### config.mk
export PLATFORM = sky130hd
export DESIGN_NAME = axi_sram_read_slave
export DESIGN_NICKNAME = d
export VERILOG_FILES = /design/src/rtl/axi_sram_read_slave.sv
export SDC_FILE = /design/constraint.sdc
export NUM_CORES = 1
export LEC_CHECK = 0
export ABC_AREA = 1
export CAP_MARGIN = 15
export CORE_UTILIZATION = 39
export DETAILED_ROUTE_END_ITERATION = 7
export PLACE_DENSITY = 0.95
export SLEW_MARGIN = 40
export SYNTH_ARGS = -nofsm -noshare
export SYNTH_HDL_FRONTEND = slang
export SYNTH_SLANG_ARGS = --single-unit
### constraint.sdc
create_clock -name clk -period 3.95 [get_ports clk]
set_clock_uncertainty 0.2 [all_clocks]
set_input_delay 0.5925 -clock clk [delete_from_list [all_inputs] [get_ports clk]]
set_output_delay 0.5925 -clock clk [all_outputs]
set_load 0.1 [all_outputs]
### src/rtl/axi_sram_read_slave.sv
// AXI read-channel slave that serves bursts from a single-port synchronous SRAM, two cycles per beat.
// Define AXI_SRAM_RANGE_CHK_EN to answer addresses beyond the SRAM with SLVERR instead of aliasing.
module axi_sram_read_slave #(
    parameter int IDS_W  = 8,
    parameter int ADDR_W = 32,
    parameter int DATA_W = 32,
    parameter int LEN_W  = 4,
    parameter int MEM_AW = 14
) (
    input  logic              clk,
    input  logic              rst,
    input  logic [IDS_W-1:0]  ARID,
    input  logic [ADDR_W-1:0] ARADDR,
    input  logic [LEN_W-1:0]  ARLEN,
    input  logic [2:0]        ARSIZE,
    input  logic [1:0]        ARBURST,
    input  logic              ARVALID,
    output logic              ARREADY,
    output logic [IDS_W-1:0]  RID,
    output logic [DATA_W-1:0] RDATA,
    output logic [1:0]        RRESP,
    output logic              RLAST,
    output logic              RVALID,
    input  logic              RREADY,
    output logic              mem_en,
    output logic [MEM_AW-1:0] mem_addr,
    input  logic [DATA_W-1:0] mem_rdata
);

    localparam logic [1:0] ST_IDLE     = 2'd0;
    localparam logic [1:0] ST_FETCH    = 2'd1;
    localparam logic [1:0] ST_RESP     = 2'd2;
    localparam logic [1:0] BURST_FIXED = 2'b00;
    localparam logic [1:0] RESP_OKAY   = 2'b00;
    localparam logic [1:0] RESP_SLVERR = 2'b10;

    logic [1:0]        state;
    logic [1:0]        next_state;
    logic              arready_q;
    logic [IDS_W-1:0]  id_q;
    logic [MEM_AW-1:0] addr_q;
    logic [LEN_W-1:0]  len_q;
    logic [LEN_W-1:0]  beat_cnt;
    logic [1:0]        burst_q;
    logic              err_q;
    logic              ar_hs;
    logic              last_beat;
    logic              addr_err;
    logic              unused_ar_bits;

`ifdef AXI_SRAM_RANGE_CHK_EN
    assign addr_err = |ARADDR[ADDR_W-1:MEM_AW+2];
`else
    assign addr_err = 1'b0;
`endif

    // The SRAM is word-wide, so byte offset and ARSIZE never change what is read.
    assign unused_ar_bits = ^{ARSIZE, ARADDR[1:0], ARADDR[ADDR_W-1:MEM_AW+2]};

    assign ar_hs     = ARVALID && arready_q;
    assign last_beat = (beat_cnt == len_q);

    // NOTE: next_state is assigned a default first so no path through always_comb infers a latch.
    always_comb begin
        next_state = state;
        case (state)
            ST_IDLE: begin
                if (ar_hs) begin
                    next_state = addr_err ? ST_RESP : ST_FETCH;
                end
            end
            ST_FETCH: begin
                next_state = ST_RESP;
            end
            ST_RESP: begin
                if (RREADY) begin
                    if (last_beat) begin
                        next_state = ST_IDLE;
                    end else if (err_q) begin
                        next_state = ST_RESP;
                    end else begin
                        next_state = ST_FETCH;
                    end
                end
            end
            default: begin
                next_state = ST_IDLE;
            end
        endcase
    end

    // NOTE: non-blocking assignments make every flop sample pre-edge values together.
    always_ff @(posedge clk) begin
        if (rst) begin
            state     <= ST_IDLE;
            arready_q <= 1'b0;
            id_q      <= '0;
            addr_q    <= '0;
            len_q     <= '0;
            burst_q   <= '0;
            beat_cnt  <= '0;
            err_q     <= 1'b0;
        end else begin
            state     <= next_state;
            arready_q <= (next_state == ST_IDLE);
            if (ar_hs) begin
                id_q     <= ARID;
                addr_q   <= ARADDR[MEM_AW+1:2];
                len_q    <= ARLEN;
                burst_q  <= ARBURST;
                beat_cnt <= '0;
                err_q    <= addr_err;
            end else if ((state == ST_RESP) && RREADY && !last_beat) begin
                beat_cnt <= beat_cnt + LEN_W'(1);
                // WRAP is served as INCR; the word address rolls over at the top of the SRAM.
                if (burst_q != BURST_FIXED) begin
                    addr_q <= addr_q + MEM_AW'(1);
                end
            end
        end
    end

    // R outputs are decoded from held state, so they stay stable while the master stalls.
    always_comb begin
        RVALID = (state == ST_RESP);
        RLAST  = RVALID && last_beat;
        RID    = RVALID ? id_q : '0;
        RDATA  = (RVALID && !err_q) ? mem_rdata : '0;
        RRESP  = (RVALID && err_q) ? RESP_SLVERR : RESP_OKAY;
    end

    assign ARREADY  = arready_q;
    assign mem_en   = (state == ST_FETCH);
    assign mem_addr = addr_q;

endmodule

==> metrics.md, run 1 <==
| Metric | Value |
|---|---|
| #FFs+latches synth | 35 |
| RR Startpoint | state[0]$_SDFF_PP0_ |
| Clock Sinks | 35 |
| Detail Placement HPWL | 4560 um |
| H-tree depth | 2 |
| Setup bufs post-CTS | 0 |
| Die area | 6000 um2 |
| Final-report hold violation count | 0 |
| Final-stage net count | 587 |
| Post-synth EDFFs | 0 |
| Clock root cell | clkbuf_8 |
| GP Congestion | 0.858 |
| Power density cells | 342 nW/um2 |
| Post-CTS resize count | 0 |
| Final setup TNS | 0 ns |
| Die X | 77.5 um |
| Max Slew Vio Count | 0 |
| Worst-path clk slew | 0.07 ns |
| Synth Instances | 387 |
| Hold Path Stages | 2 |
| Worst Hold Class | register to register |
| Area post-placement | 3260 um2 |
| Share of cells above drive strength 1 | 0.156 |
| Async SR Flop Fraction | 0 |
| Worst Reg-to-Reg Cells | 7 |
| Post-synth top area cell | dfxtp_1 |
| Placed cell count | 565 |
| Antenna cell count | 0 |
| Register area share after synthesis | 0.315 |
| Avg Cell Area, Syn | 5.74 um2 |
| CORE AREA | 5510 um2 |
| Critical Path End Type | primary output |
| Initial antenna violation count | 0 |
| Largest net degree at the start of global routing | 57 |
| Vias in the first global route | 2,394 |
| Gate power share | 0.358 |
| DR vias/cell | 4.72 |
| Core Util, Final | 0.613 |
| Post-route ant nets | 0 |
| Starting density of the core | 0.403 |
| Post-Layout Inst Area | 3380 um2 |
| Drc violations | 2 |
| Status | finished with violations |
| Internal power | 705 uW |
| Measured slew at the worst slew-check pin | 0.789 ns |
| Critical Path AT | 1.73 ns |
| Most used standard cell by instance count after synthesis | nor2_1 |
| Largest cells by area after synthesis | dfxtp_1 32%, nor2_1 15%, nand2_1 12% |
| Max Cap Viol | 0 |
| R2R Path End | mem_addr[12]$_SDFFE_PP0P_ |
| Maximum buffer depth of the clock tree | 2 |
| Setup Viol. Count Final | 0 |
| HP Start | id_q[7]$_SDFFE_PP0P_ |
| Main synth FF type | dfxtp_1 |
| Hold Buf Count CTS | 0 |
| Net Sw Frac | 0.389 |
| Clock Latency Late Sink | 0.30 ns |
| Post-synth top area share | 0.315 |
| Hold endpoint | id_q[7]$_SDFFE_PP0P_ |
| Area growth, synth to finish | 52.1% |
| Lkg Pwr | 1.79 nW |
| Crit path max fanout | 43 |
| CTS tree | yes |
| Final wirelength | 6160 um |
| Reg2Reg Setup Slack | 1.66 ns |
| CTS Buf Count | 5 |
| Post-layout min period | 2.52 ns |
| Failing checks | design-rule violations |
| Synth cell types | 23 |
| Tot GR Track Use | 0.207 |
| IO Count | 145 |
| Vias | 2,707 |
| Kind of critical path | register to primary output |
| GRT overflow | 0 |
| Top cells by count, synth | 90 x nor2_1, 73 x nand2_1, 71 x inv_1 |
| Worst rel slew slack | 0.473 |
| Register share of total power | 0.347 |
| 1st-pass router iterations | 8 |
| IO Port Bufs | 121 |
| CP Launch Type | register |
| Non-Filler Instances | 573 |
| Worst vdd ir | 0.244 mV |
| DR iter-0 viols | 193 |
| RSZ-0062 raised after global routing | no |
| Ys Warns | 0 |
| Drt wl/cell | 10.8 um |
| First-pass GRT wire length | 10,100 um |
| Total power | 1.15 mW |
| Final period utilization | 0.637 |
| Die Y-Extent | 77.5 um |
| Netlist Area Pre-Place | 2220 um2 |
| # rows | 27 |
| Clock share of power | 0.294 |
| Sw power | 450 uW |
| Fmax | 397 MHz |
| WP data required | 3.16 ns |
## logic make-up after synthesis
| kind of cell | count (synthesis) | share of synthesized area |
|---|---|---|
| other | 1 | 0.00169 |
| AOI/OAI and AO/OA | 43 | 0.0969 |
| xor gates and xnor gates | 4 | 0.0158 |
| adders and majority gates | 2 | 0.0113 |
| DFF | 35 | 0.315 |
| buffers and inverters | 92 | 0.167 |
| and+or+nand+nor | 210 | 0.392 |
## stage by stage
step,setup WS (ns),hold WS (ns)
after global placement,1.50,0.242
after detailed placement,1.50,0.248
after floorplan,1.20,0.230
final,1.43,0.254
after global routing,1.29,0.274
after CTS,1.43,0.260
## flip-flops by register name, summed over array words and instances, names as in the netlist
name      cells
beat_cnt      4
burst_q       2
len_q         4
mem_addr     14
state         2
id_q          8
ARREADY       1
## worst max path at each step
| stage | end | cells past startpoint | startpoint |
|---|---|---|---|
| floorplan | RLAST | 6 | beat_cnt[0]$_SDFFE_PP0P_ |
| detailed placement | mem_addr[13]$_SDFFE_PP0P_ | 7 | RREADY |
| global route | RDATA[6] | 3 | state[1]$_SDFF_PP0_ |
| CTS | RDATA[1] | 4 | state[0]$_SDFF_PP0_ |
| finish | RDATA[1] | 4 | state[0]$_SDFF_PP0_ |
| global placement | mem_en | 3 | state[0]$_SDFF_PP0_ |
## critical path: stages (launching register included)
cell	delay (ns)
dfxtp_1	0.31
inv_1	0.08
nand2_2	0.43
nor2_1	0.28
buf_4	0.33
## area by class of cell
cell class                 count  area (um2)
clock buffer                   6        82.6
clock inverter                 2        35.0
fill                         516        2130
inverter                      75         282
multi-input combinational    261        1150
sequential                    35         701
tap                           72        90.1
timing repair buffer         122        1030
## routing by layer
metal  track usage  share of wire  vias to the layer above  wire length, um
met1         0.207           0.40                     1172             2440
met2         0.398           0.49                      138             3040
met4        0.0660          0.015                        0               95
li1              -              -                     1384                -
met3        0.0682          0.095                       13              587
met5             0              0                        -                0
## placed cells by master (no fill, tap or decap)
master / n
clkdlybuf4s50_1: 63
dfxtp_1: 35
ha_1: 2
o21ai_0: 23
buf_2: 16
nor2_1: 90
nand2_4: 1
nand2_1: 73
inv_2: 3
nor2_4: 1
nand2_2: 4
clkinv_1: 1
inv_1: 71
clkbuf_8: 6
nor2_2: 2
clkinv_2: 1
nand3_1: 36
conb_1: 2
nand4_1: 3
a21oi_1: 20
bufinv_16: 1
xor2_1: 3
xnor2_1: 1
buf_4: 43
## power groups by stage
| stage | Combinational (mW) | Clock, mW | Sequential (mW) |
|---|---|---|---|
| 6_report | 0.414 | 0.340 | 0.401 |
| 5_1_grt | 0.441 | 0.360 | 0.404 |
| 4_1_cts | 0.414 | 0.343 | 0.401 |
| 3_5_place_dp | 0.413 | 0 | 0.409 |
| 3_3_place_gp | 0.420 | 0 | 0.408 |
| 2_1_floorplan | 0.204 | 0 | 0.506 |
Power figures use the tool's default switching activity.
==> run 2, diff against run 1 <==
CORE_UTILIZATION = 33   (was 39)
PLACE_DENSITY = 0.88   (was 0.95)
clock period = 2.1 ns   (was 3.95 ns; I/O delays follow)
==> run 2 against run 1 <==
The flow still finishes with violations (design-rule violations). Count of clock-buffer cells in the layout unchanged. Critical path depth grew 3. Die area increased by 18%. Register-to-register slack lost 1.2 ns. Flip-flop and latch count unchanged. Routed wire length increased by 11%. Global-route usage down 0.92 points. Hold slack better by 0.0066 ns. Power up 96%. Sequential power rose by 90%. Critical endpoint is now RLAST. Largest cell class is now buffers.
==> metrics.md, run 2 (synthesis results as in run 1) <==
| Metric | Value |
|---|---|
| H-tree depth | 2 |
| Worst-path clk slew | 0.07 ns |
| RR Startpoint | beat_cnt[0]$_SDFFE_PP0P_ |
| Setup bufs post-CTS | 0 |
| GP Congestion | 0.881 |
| IO Count | 145 |
| Initial antenna violation count | 0 |
| CORE AREA | 6420 um2 |
| Maximum buffer depth of the clock tree | 2 |
| Setup Viol. Count Final | 0 |
| Critical Path End Type | primary output |
| Antenna cell count | 0 |
| Max FFs per register | 14 |
| Share of cells above drive strength 1 | 0.183 |
| Drc violations | 24 |
| Area post-placement | 3940 um2 |
| R2R Path End | mem_addr[12]$_SDFFE_PP0P_ |
| Post-layout min period | 1.94 ns |
| Area growth, synth to finish | 82.6% |
| Slowest stage cell, crit path | dfxtp_1 |
| Critical Path AT | 1.43 ns |
| Hold Path Stages | 2 |
| Placed cell count | 576 |
| Crit-path max cell delay | 0.40 ns |
| Most common cell after layout, fill and taps aside | nor2_1 |
| Max Cap Viol | 0 |
| Most frequent cells in the layout | 89 x nor2_1, 73 x nand2_1, 71 x inv_1, 63 x clkdlybuf4s50_1, 46 x buf_12 |
| Vias | 2,727 |
| RSZ-0062 raised after global routing | no |
| DR vias/cell | 4.67 |
| Power density cells | 559 nW/um2 |
| IO Port Bufs | 121 |
| Worst Reg-to-Reg Cells | 10 |
| HP Start | id_q[7]$_SDFFE_PP0P_ |
| Bufs and invs on worst path | 2 |
| # rows | 29 |
| Reg2Reg Setup Slack | 0.42 ns |
| Drt wl/cell | 11.7 um |
| DR iter-0 viols | 207 |
| Post-Layout Inst Area | 4060 um2 |
| CP cell instances | inv_2, nand2_1, nand2_1, nor2_2, nand2_2, nor2_2, buf_12 |
| Worst vdd ir | 0.439 mV |
| Final-stage net count | 593 |
| Kind of critical path | register to primary output |
| Lkg Pwr | 1.95 nW |
| CP Launch Type | register |
| Largest net degree at the start of global routing | 47 |
| Final period utilization | 0.925 |
| Die X | 84.0 um |
| WP depth | 7 |
| Post-CTS resize count | 0 |
| Detail Placement HPWL | 5400 um |
| Clock Latency Late Sink | 0.28 ns |
| Status | finished with violations |
| Hold Buf Count CTS | 0 |
| WP data required | 1.58 ns |
| Post-route ant nets | 0 |
| Die area | 7060 um2 |
| Final wirelength | 6860 um |
| Clock Sinks | 35 |
| Tot GR Track Use | 0.198 |
| Clock root cell | clkbuf_8 |
| Starting density of the core | 0.346 |
| Final-report hold violation count | 0 |
| Max Slew Vio Count | 0 |
| 1st-pass router iterations | 7 |
| First-pass GRT wire length | 11,400 um |
| CTS tree | yes |
| Hold endpoint | id_q[7]$_SDFFE_PP0P_ |
| Die Y-Extent | 84.0 um |
| Failing checks | design-rule violations |
| Worst Hold Class | register to register |
| CTS Buf Count | 5 |
| Non-Filler Instances | 584 |
| Fmax | 515 MHz |
| Crit-path leading delay family | simple AND/OR/NAND/NOR gates |
| Vias in the first global route | 2,678 |
| GRT overflow | 0 |
| Crit path max fanout | 6 |
-- run 2: worst max path at each step --
stage                                   from                  endpoint  slack [ns]
global placement                     ARVALID  mem_addr[2]$_SDFFE_PP0P_        0.18
floorplan                state[0]$_SDFF_PP0_                  RDATA[0]       -0.36
detailed placement                   ARVALID  mem_addr[2]$_SDFFE_PP0P_        0.16
CTS                 beat_cnt[0]$_SDFFE_PP0P_                     RLAST        0.13
global route        beat_cnt[0]$_SDFFE_PP0P_                     RLAST        0.05
finish              beat_cnt[0]$_SDFFE_PP0P_                     RLAST        0.16
-- run 2: power by group --
group	switching, mW	leakage [nW]	total, mW	internal, mW
combinational	0.572	1.60	0.879	0.307
clock	0.245	0.0612	0.629	0.384
sequential	0.0414	0.290	0.760	0.718
-- run 2: area by class of cell --
type | count | area, um2
inverter | 75 | 282
multi-input combinational | 261 | 1160
timing repair buffer | 128 | 1690
fill | 541 | 2370
clock inverter | 2 | 35.0
tap | 77 | 96.3
clock buffer | 6 | 82.6
sequential | 35 | 711
-- run 2: routing by layer --
layer | vias to the layer above | GRT usage | share of wire
met3 | 15 | 0.0574 | 0.094
met4 | 0 | 0.0752 | 0.024
met2 | 120 | 0.369 | 0.50
li1 | 1397 | - | -
met5 | - | 0 | 0
met1 | 1195 | 0.209 | 0.38
-- run 2: through the flow --
stage                     worst slack [ns]   util  TNS [ns]  total power, mW  hold WS [ns]
after global placement               0.185  0.613         0             1.63         0.242
after floorplan                     -0.357      -    -14.56             1.34         0.180
after detailed placement             0.159  0.613         0             1.65         0.254
final                                0.157  0.632         0             2.27         0.261
after global routing                0.0456  0.632         0             2.37         0.285
after CTS                            0.134  0.632         0             2.29         0.265
-- run 2: tightest hold or removal path, stage by stage (launching register included) --
cell and delay [ns]:
dfxtp_1 0.30, inv_1 0.06, a21oi_1 0.06
==> run 3, diff against run 2 <==
ABC_CLOCK_PERIOD_IN_PS = 1960   (was not set)
CORE_UTILIZATION = 37   (was 33)
PLACE_DENSITY = 0.93   (was 0.88)
clock period = 1.96 ns   (was 2.1 ns; I/O delays follow)
==> run 3 against run 2 <==
Count of clock-buffer cells in the layout rose by 2. First-iteration DRC count is 0.97% lower. Die area down 11%. Sequential share of layout area fell by 1.0 points. Clock power down 7.6%. Flip-flop and latch count unchanged. Hold slack improved by 0.011 ns. Cell area increased by 7.7%. Non-clock buffer count up 6. Largest power group unchanged. The run now ends clean.
==> metrics.md, run 3 (synthesis results as in run 1) <==
| Metric | Value |
|---|---|
| CORE AREA | 5640 um2 |
| Power density cells | 563 nW/um2 |
| Clock Latency Late Sink | 0.29 ns |
| WP data required | 1.47 ns |
| GP Congestion | 0.919 |
| Post-route ant nets | 0 |
| Hold Path Stages | 2 |
| Most frequent cells in the layout | 73 x nand2_1, 71 x inv_1, 63 x clkdlybuf4s50_1, 59 x buf_12, 47 x nor2_1 |
| H-tree depth | 2 |
| Crit-path max cell delay | 0.37 ns |
| Worst-path clk slew | 0.07 ns |
| Final wirelength | 7510 um |
| Clock share of power | 0.236 |
| Most common cell after layout, fill and taps aside | nand2_1 |
| Share of cells above drive strength 1 | 0.287 |
| Final-report hold violation count | 0 |
| Drt wl/cell | 12.8 um |
| Largest net degree at the start of global routing | 31 |
| Clock Sinks | 35 |
| Max Cap Viol | 0 |
| 1st-pass router iterations | 4 |
| Worst vdd ir | 0.471 mV |
| Max Slew Vio Count | 0 |
| CTS Buf Count | 5 |
| IO Count | 145 |
| Status | finished, final reports clean |
| Maximum buffer depth of the clock tree | 2 |
| Critical Path AT | 1.36 ns |
| GRT overflow | 0 |
| Internal power | 1.50 mW |
| CP cell instances | inv_2, nand2_1, nand2_1, nor2_2, nand2_4, nor2_4, buf_12 |
| Detail Placement HPWL | 5830 um |
| Worst Reg-to-Reg Cells | 8 |
| # rows | 27 |
| Placed cell count | 577 |
| Register share of total power | 0.338 |
| Most used cell, CP | nand2_1 |
| Final period utilization | 0.948 |
| Die Y-Extent | 79.5 um |
| Setup Viol. Count Final | 0 |
| Final-stage net count | 599 |
| Die X | 79.5 um |
| Starting density of the core | 0.394 |
| Vias in the first global route | 2,803 |
| Lkg Pwr | 2.01 nW |
| Sw power | 961 uW |
| Non-Filler Instances | 585 |
| Drc violations | 0 |
| Core Util, Final | 0.774 |
| Die area | 6320 um2 |
| Setup bufs post-CTS | 0 |
| First-pass GRT wire length | 12,300 um |
| Critical Path End Type | primary output |
| Vias | 2,872 |
| DR iter-0 viols | 205 |
| Tot GR Track Use | 0.248 |
| Reg2Reg Setup Slack | 0.22 ns |
| CTS tree | yes |
| Max FFs per register | 14 |
| Clock root cell | clkbuf_8 |
| Net Sw Frac | 0.391 |
| Kind of critical path | register to primary output |
| Fmax | 538 MHz |
| Slowest stage cell, crit path | dfxtp_1 |
| Post-layout min period | 1.86 ns |
| DR vias/cell | 4.91 |
| Area growth, synth to finish | 96.7% |
| Worst Hold Class | register to register |
| Antenna cell count | 0 |
| CP Launch Type | register |
| Initial antenna violation count | 0 |
| IO Port Bufs | 121 |
| Final setup TNS | 0 ns |
| Crit path max fanout | 6 |
| Gate power share | 0.426 |
## run 3: timing repair
item,4_1_cts,5_1_grt
hold buffers,0,0
gates resized for setup,1,6
pin swaps,0,1
setup endpoints to repair,10,2
## run 3: critical path, delay by kind of cell (launching register included)
family	cells	cell delay, ns
simple gates	5	0.46
buf+inv	2	0.24
flops	1	0.37
## run 3: layout make-up
cell class | count | area, um2
Fill cell | 344 | 1270
Multi-Input combinational cell | 261 | 1270
Tap cell | 72 | 90.1
Inverter | 75 | 282
Timing Repair Buffer | 134 | 1910
Sequential cell | 35 | 719
Clock buffer | 8 | 100
## run 3: power by group through the flow
stage	Combinational [mW]	Sequential, mW	Clock [mW]
global placement	1.01	0.844	0
floorplan	0.428	1.03	0
global route	1.10	0.838	0.633
CTS	1.04	0.830	0.591
detailed placement	1.04	0.847	0
finish	1.05	0.831	0.581
## run 3: through the flow
| stage | hold WS (ns) | worst slack [ns] | power, mW | cell area (um2) |
|---|---|---|---|---|
| finish | 0.272 | 0.103 | 2.46 | 4370 |
| detailed placement | 0.265 | 0.0783 | 1.88 | 4250 |
| global route | 0.299 | -0.0215 | 2.57 | 4370 |
| global placement | 0.254 | 0.151 | 1.86 | 4250 |
| CTS | 0.276 | 0.0248 | 2.47 | 4350 |
| floorplan | 0.159 | -0.145 | 1.46 | 2340 |
## run 3: layer usage
layer	track usage	up-vias	wire length (um)
met3	0.0686	30	756
met4	0.113	0	235
met5	0	-	0
li1	-	1409	-
met2	0.472	167	3830
met1	0.247	1266	2680
## run 3: worst paths after layout
check                                 from                        end
hold / removal        id_q[4]$_SDFFE_PP0P_       id_q[4]$_SDFFE_PP0P_
hold reg to reg       id_q[4]$_SDFFE_PP0P_       id_q[4]$_SDFFE_PP0P_
setup reg to reg  mem_addr[0]$_SDFFE_PP0P_  mem_addr[10]$_SDFFE_PP0P_
setup / recovery  beat_cnt[3]$_SDFFE_PP0P_                      RLAST
